**config.mk**
```make
export PLATFORM = sky130hd
export DESIGN_NAME = serial_subtractor
export DESIGN_NICKNAME = d
export VERILOG_FILES = /design/src/rtl/serial_subtractor_pkg.sv /design/src/rtl/serial_subtractor_full_adder.sv /design/src/rtl/serial_subtractor.sv
export SDC_FILE = /design/constraint.sdc
export NUM_CORES = 1
export LEC_CHECK = 0
export ABC_AREA = 1
export BUFFER_PORTS_ARGS = -buffer_cell sky130_fd_sc_hd__buf_4
export CELL_PAD_IN_SITES_DETAIL_PLACEMENT = 0
export CELL_PAD_IN_SITES_GLOBAL_PLACEMENT = 1
export CORE_ASPECT_RATIO = 0.75
export CORE_UTILIZATION = 41
export DETAILED_ROUTE_END_ITERATION = 6
export PLACE_DENSITY_LB_ADDON = 0.1
export REMOVE_ABC_BUFFERS = 1
export SYNTH_ARGS = -nofsm -noshare
export SYNTH_HDL_FRONTEND = slang
export SYNTH_SLANG_ARGS = --single-unit
```
**constraint.sdc**
```tcl
create_clock -name i_clk -period 1.8 [get_ports i_clk]
set_clock_uncertainty 0.1 [all_clocks]
set_input_delay 0.18 -clock i_clk [delete_from_list [all_inputs] [get_ports i_clk]]
set_output_delay 0.18 -clock i_clk [all_outputs]
set_load 0.01 [all_outputs]
```
**src/rtl/serial_subtractor_pkg.sv**
```systemverilog
// Shared types and constants for the bit-serial subtractor.
package serial_subtractor_pkg;

  typedef enum logic [1:0] {
    IDLE = 2'd0,
    RUN  = 2'd1,
    DONE = 2'd2
  } state_t;

  localparam logic [31:0] RESULT_RST = '0;

endpackage

```
**src/rtl/serial_subtractor_full_adder.sv**
```systemverilog
// One-bit full adder used as the bit-slice of the serial subtractor.
module full_adder (
  input  logic i_a,
  input  logic i_b,
  input  logic i_carry_in,
  output logic o_s,
  output logic o_carry_out
);

  assign o_s         = i_a ^ i_b ^ i_carry_in;
  assign o_carry_out = (i_a & i_b) | (i_carry_in & (i_a ^ i_b));

endmodule

```
**src/rtl/serial_subtractor.sv**
```systemverilog
// Bit-serial subtractor: diff = a + ~b + 1, one bit per clock, LSB first.
//   state | meaning
//   IDLE  | o_ready high, waiting for i_start
//   RUN   | one result bit per edge, WIDTH edges
//   DONE  | o_done pulse, results registered
module serial_subtractor
  import serial_subtractor_pkg::*;
#(
  parameter int WIDTH = 8
) (
  input  logic             i_clk,
  input  logic             i_rst_n,
  input  logic             i_start,
  input  logic [WIDTH-1:0] i_a,
  input  logic [WIDTH-1:0] i_b,
  output logic             o_ready,
  output logic             o_done,
  output logic [WIDTH-1:0] o_diff,
  output logic             o_borrow,
  output logic             o_overflow
);

  localparam int CW = $clog2(WIDTH);
  localparam logic [CW-1:0] CNT_LAST = CW'(WIDTH - 1);

  state_t           r_state;
  state_t           w_next;
  logic [CW-1:0]    r_cnt;
  logic [WIDTH-1:0] r_sh_a;
  logic [WIDTH-1:0] r_sh_b;
  logic [WIDTH-1:0] r_res;
  logic             r_carry;
  logic [WIDTH-1:0] r_diff;
  logic             r_borrow;
  logic             r_overflow;
  logic             w_sum;
  logic             w_cout;
  logic             w_last;

  full_adder u_fa (
    .i_a        (r_sh_a[0]),
    .i_b        (r_sh_b[0]),
    .i_carry_in (r_carry),
    .o_s        (w_sum),
    .o_carry_out(w_cout)
  );

  assign w_last = (r_cnt == CNT_LAST);

  always_ff @(posedge i_clk or negedge i_rst_n) begin
    if (!i_rst_n) r_state <= IDLE;
    else          r_state <= w_next;
  end

  always_comb begin
    w_next = r_state;
    case (r_state)
      IDLE:    if (i_start) w_next = RUN;
      RUN:     if (w_last)  w_next = DONE;
      DONE:    w_next = IDLE;
      default: w_next = IDLE;
    endcase
  end

  always_ff @(posedge i_clk or negedge i_rst_n) begin
    if (!i_rst_n) begin
      r_cnt      <= '0;
      r_sh_a     <= '0;
      r_sh_b     <= '0;
      r_res      <= RESULT_RST[WIDTH-1:0];
      r_carry    <= 1'b0;
      r_diff     <= RESULT_RST[WIDTH-1:0];
      r_borrow   <= 1'b0;
      r_overflow <= 1'b0;
    end else begin
      case (r_state)
        IDLE: begin
          if (i_start) begin
            r_sh_a  <= i_a;
            r_sh_b  <= ~i_b;
            r_carry <= 1'b1;
            r_cnt   <= '0;
          end
        end
        RUN: begin
          r_sh_a  <= r_sh_a >> 1;
          r_sh_b  <= r_sh_b >> 1;
          r_res   <= {w_sum, r_res[WIDTH-1:1]};
          r_carry <= w_cout;
          if (w_last) begin
            // On the MSB edge r_carry is still the MSB stage's carry-in.
            r_diff     <= {w_sum, r_res[WIDTH-1:1]};
            r_borrow   <= ~w_cout;
            r_overflow <= r_carry ^ w_cout;
          end else begin
            r_cnt <= r_cnt + 1'b1;
          end
        end
        default: ;
      endcase
    end
  end

  assign o_ready    = (r_state == IDLE);
  assign o_done     = (r_state == DONE);
  assign o_diff     = r_diff;
  assign o_borrow   = r_borrow;
  assign o_overflow = r_overflow;

endmodule
```
[After elaboration in Yosys (flattened, before gate mapping)]
Cells that the tools add are included.
Operators by class
  reduce and logical (&&, ||, !) cells: 6
  multiplexer cells: 12
  bitwise gates (word level): 8
  add/subtract/negate cells: 1
  equal/unequal tests: 6
Operator list (number)
  one-hot mux 8 bit (2 select lines): 2
  2-to-1 mux 8 bit: 2
  inverter 8 bit: 1
  2-to-1 mux 3 bit: 2
  != test 2 bit (second input constant): 3
  one-hot mux 3 bit (2 select lines): 1
  AND reduction 2 bit: 3
  2-to-1 mux 2 bit: 2
  one-hot mux 2 bit (2 select lines): 1
  adder 3 x 1 -> 3 bit (second input constant): 1
  equality test 3 bit (second input constant): 1
  AND reduction 3 bit: 1
  XOR 1 bit: 3
  bitwise AND 1 bit: 2
  equality test 2 x 1 -> 1 bit (second input constant): 1
  equality test 2 bit (second input constant): 1
  logical NOT 2 bit: 1
  one-hot mux 1 bit (2 select lines): 1
  nonzero test 2 bit: 1
  2-to-1 mux 1 bit: 1
  inverter 1 bit: 1
  bitwise OR 1 bit: 1
Storage, ports and cells
  word-level logic and storage cells: 42
  register bits: 40
  bits of input ports: 19

[Logic depth before layout (Yosys ltp)]
  depth after elaboration: 4
  mapped depth: 7
  depth with buffers taken out: 6

[Hierarchy]
A second synthesis with hierarchy kept.
Second synthesis, totals
  cell total of the unflattened synthesis: 219
  area, all modules: 1821.7 sq um
By module, submodules not included
  serial_subtractor: area each 1801.7 sq um, cells an instance 218, instances 1, seq. area each 975.9 sq um
  full_adder: area each 20.0 sq um, cells an instance 1, instances 1, seq. area each 0.0 sq um

[Worst setup path before layout]
No wires, ideal clock.
  path type: reg2reg
  start: reg r_cnt[0]
  end: reg r_diff[0], in the netlist o_diff[0]
  path slack: 443 ps
  cell stages (with the launch flop): 7
  setup time: 65 ps
  required time: 1635 ps
  arrival time: 1192 ps
  buffers on the path: 1
  path through: dfrtp_1 -> ha_1 -> ha_1 -> nand2_2 -> buf_6 -> nand2_1 -> nand2_1
On the way
  cells in the longest elaborated chain, start to end: 2
RTL lines
  start: declaration: line serial_subtractor.sv:28  | logic [CW-1:0] r_cnt;
  start signal: assignment: line serial_subtractor.sv:96  | r_cnt <= r_cnt + 1'b1;
  equality test 3 bit: line serial_subtractor.sv:48  | assign w_last = (r_cnt == CNT_LAST);
  AND reduction 2 bit (no source line)
  end signal: assignment: line serial_subtractor.sv:72  | r_diff <= RESULT_RST[WIDTH-1:0];
  end signal: assignment: line serial_subtractor.sv:92  | r_diff <= {w_sum, r_res[WIDTH-1:1]};
  end: declaration: line serial_subtractor.sv:33  | logic [WIDTH-1:0] r_diff;
Every way passes these cells.
A chain may end at the register's enable or synchronous reset.

[Final worst setup path]
  start: reg r_state[0]
  end: out o_done
On the way
  cells in the longest elaborated chain, start to end: 1
RTL lines
  start: declaration: line serial_subtractor.sv:26  | state_t r_state;
  start signal: assignment: line serial_subtractor.sv:52  | else r_state <= w_next;
  equality test 2 bit: line serial_subtractor.sv:105  | assign o_done = (r_state == DONE);
  end: declaration: line serial_subtractor.sv:17  | output logic o_done,
Every way passes these cells.

==> out/qor.tcl <==
set qor(detail_route.vias_per_cell) 4.545
set qor(period_minus_ws_final_ns) 1.602
set qor(postCtsResizedCells) 0
set qor(status) {completed}
set qor(ir_worst_vdd_mv) 0.8090
set qor(ioPinCount) 31
set qor(slew-limit-headroom) 0.6633
set qor(initial_utilization) 0.4395
set qor(globalRouteOverflowTotal) 0
set qor(maxClockFrequency_ghz) 0.6242
set qor(yosysTopAreaCell) {sky130_fd_sc_hd__dfrtp_1}
set qor(critPathMaxFanout) 11
set qor(core_sq_um) 4179
set qor(antenna_violations_before_repair) 0
set qor(cts.sink_count) 39
set qor(hold_path_class) {input pin to flip-flop}
set qor(most_numerous_cell_in_the_yosys_netlist) {sky130_fd_sc_hd__nand2_1}
set qor(drive_above_1_share) 0.2355
set qor(antenna_cells) 0
set qor(gr-usage-all-layers) 0.1662
set qor(power_frac_comb) 0.436
set qor(element_type_at_the_critical_path_start) {flip-flop}
set qor(path_clk_slew_ns) 0.08
set qor(die-height_um) 59.97
set qor(avgRoutedWirePerCell_um) 11.11
set qor(cts-buffers-inserted) 5
set qor(floorplan.die.width_um) 79.29
set qor(internal_power_mw) 2.188
set qor(total_switching_power_mw) 1.474
set qor(yosys_most_used_dff) {sky130_fd_sc_hd__dfrtp_1}
set qor(ys.warnings.count) 0
set qor(worstSetupPathType) {flip-flop to output port}
set qor(crit_arrival_ns) 1.32
set qor(synthDistinctLibCells) 18
set qor(ys_top_cells_by_area) {sky130_fd_sc_hd__dfrtp_1 53%, sky130_fd_sc_hd__nand2_1 21%, sky130_fd_sc_hd__nand3_1 4.9%}
set qor(vias_in_the_first_global_route) 1377
set qor(num_vias) 1427
set qor(place.detailed.hpwl_um) 2394
set qor(sequentialPowerShare) 0.409
set qor(total_power_mw) 3.662
set qor(unrepaired_setup_endpoints_after_global_routing) {no}
set qor(place.gp.congestion) 0.7344
set qor(wire_length_of_the_first_global_routing_pass_um) 5954
set qor(async_flop_share) 1.000
set qor(max-clock-path-buffers) 2
set qor(synth_seq_area_share) 0.5313
set qor(tns_ns) 0
set qor(synth_cells) 222
set qor(power.density_cell_area_nw_per_um2) 1657
set qor(number_of_filler_cells_placed_in_the_layout) 423
set qor(syn2layout_area_growth_pct) 20.30
set qor(flop_and_latch_count_out_of_synthesis) 39
set qor(detail_route.iter0.violations) 30
set qor(final_count_of_pins_violating_max_slew) 0
set qor(syn_area_per_cell_sq_um) 8.274
set qor(setup_violations) 0
set qor(row_count) 20
set qor(finalHoldViolCount) 0
set qor(clock_power_share) 0.156
set qor(tritoncts) {built}
set qor(netlist_top_cells_count) {104 x sky130_fd_sc_hd__nand2_1, 39 x sky130_fd_sc_hd__dfrtp_1, 19 x sky130_fd_sc_hd__inv_1}
set qor(post-cts-setup-buffer-count) 0
set qor(p_sw_frac) 0.4024
set qor(post_layout_nets) 280
set qor(synth-edff-count) 0
set qor(io_port_bufs) 30
set qor(drt-pass1-iter-count) 4
set qor(max_slew.worst_pin.slew_ns) 0.5051
set qor(leakage_nw) 1.230
set qor(ctsHtreeMaxLevel) 2
set qor(routed_wl_um) 3490
set qor(cap_violations) 0
set qor(cts_root_buffer) {sky130_fd_sc_hd__clkbuf_8}
set qor(number_of_nets_with_antenna_violations_after_routing) 0
set qor(fp.dieArea_sq_um) 4754
set qor(end_kind) {output port}
set qor(worst-endpoint-required_ns) 1.52
set qor(fin_crit_sh) 0.8900
set qor(synthDominantCellAreaShare) 0.5313
set qor(clock_insertion_delay_worst_skew_ns) 0.28
set qor(synth.cell_area_sq_um) 1837
set qor(route.detailed.drc) 0
set qor(grt_start_max_net_pins) 40
-- cell families (layout without fill, tap and decap cells) --
logic type	count (synthesis)	after routing	share of synthesized area
simple gates	130	130	0.2834
flops	39	39	0.5313
buf+inv	31	68	0.08447
compound gates	19	19	0.07629
fa+ha+maj	3	3	0.02452
-- routing by layer --
metal	share of wire	GRT usage	vias up	wire, um
met3	0.035	0.04122	2	122
li1	-	-	754	-
met4	0.0046	0.05455	0	16
met5	0	0	-	0
met2	0.43	0.2771	20	1511
met1	0.53	0.2148	651	1840
-- final cells by class --
type	instances	area, sq um	share of cell area
multi-input cells	152	705.7	0.3194
repair buffers	38	290.3	0.1314
clock buffers	5	68.82	0.03114
clock inverters	3	15.01	0.006795
flip-flops and latches	39	975.9	0.4417
well taps	55	68.82	0.03114
inverters	22	85.08	0.03851
-- cell usage in the layout (no fill, tap or decap) --
| cell | instances |
|---|---|
| sky130_fd_sc_hd__nand3_1 | 18 |
| sky130_fd_sc_hd__nor2_1 | 4 |
| sky130_fd_sc_hd__o21ai_4 | 1 |
| sky130_fd_sc_hd__dlygate4sd3_1 | 2 |
| sky130_fd_sc_hd__clkbuf_8 | 5 |
| sky130_fd_sc_hd__ha_1 | 2 |
| sky130_fd_sc_hd__fa_1 | 1 |
| sky130_fd_sc_hd__a21oi_1 | 1 |
| sky130_fd_sc_hd__nand2_2 | 2 |
| sky130_fd_sc_hd__clkinv_2 | 3 |
| sky130_fd_sc_hd__inv_4 | 1 |
| sky130_fd_sc_hd__o21ai_2 | 9 |
| sky130_fd_sc_hd__buf_4 | 36 |
| sky130_fd_sc_hd__nor2_2 | 2 |
| sky130_fd_sc_hd__inv_2 | 2 |
| sky130_fd_sc_hd__o21ai_0 | 7 |
| sky130_fd_sc_hd__o21ai_1 | 1 |
| sky130_fd_sc_hd__inv_1 | 19 |
| sky130_fd_sc_hd__dfrtp_1 | 39 |
| sky130_fd_sc_hd__nand2_1 | 104 |
-- power groups by stage --
stage / sequential (mW) / clock [mW] / combinational, mW
6_report: 1.50 / 0.570 / 1.60
5_1_grt: 1.55 / 0.621 / 1.84
2_1_floorplan: 1.53 / 0 / 1.01
3_5_place_dp: 1.51 / 0 / 1.62
4_1_cts: 1.50 / 0.590 / 1.63
3_3_place_gp: 1.51 / 0 / 1.60
-- metrics by stage --
stage / utilization / instance area (sq um) / hold slack [ns] / std cells / setup WS, ns
after detailed placement: 0.5039 / 2106 / 0.08528 / 304 / 0.2474
after CTS: 0.5287 / 2210 / 0.02808 / 314 / 0.1950
final: 0.5287 / 2210 / 0.03857 / 314 / 0.1979
after global placement: 0.5039 / 2106 / 0.08669 / 304 / 0.3141
after floorplan: - / 1767 / -0.2156 / 213 / 0.2905
after global routing: 0.5287 / 2210 / 0.06043 / 314 / 0.1323
-- repair_timing --
action / in CTS / in global routing
hold buffers: 2 / 0
setup endpoints to repair: 0 / 0
hold endpoints to repair: 40 / 0
-- critical path: stages (launching register included) --
cell	delay, ns
sky130_fd_sc_hd__dfrtp_1	0.58
sky130_fd_sc_hd__buf_4	0.26
sky130_fd_sc_hd__nor2_1	0.07
sky130_fd_sc_hd__buf_4	0.14
-- worst paths after layout --
kind / from / end / slack, ns / cells past startpoint
max in group asynchronous: i_rst_n / o_diff[0]$_DFFE_PN0P_ / 0.94 / 2
min in group asynchronous: i_rst_n / r_cnt[1]$_DFFE_PN0P_ / 0.31 / 2
worst min-delay path: i_a[7] / r_sh_a[7]$_DFFE_PN0P_ / 0.04 / 3
worst min register to register: r_res[1]$_DFFE_PN0N_ / o_diff[0]$_DFFE_PN0P_ / 0.37 / 2
worst max register to register: r_cnt[0]$_DFFE_PN0P_ / o_diff[6]$_DFFE_PN0P_ / 0.25 / 5
worst max-delay path: r_state[0]$_DFFE_PN0P_ / o_done / 0.20 / 3
-- state kept, by name (all words and copies together) (netlist names) --
| register | flops |
|---|---|
| r_state | 2 |
| r_carry | 1 |
| r_sh_b | 8 |
| r_cnt | 3 |
| o_borrow | 1 |
| r_sh_a | 8 |
| r_res | 7 |
| o_overflow | 1 |
| o_diff | 8 |
(Power assumes the default switching activity.)
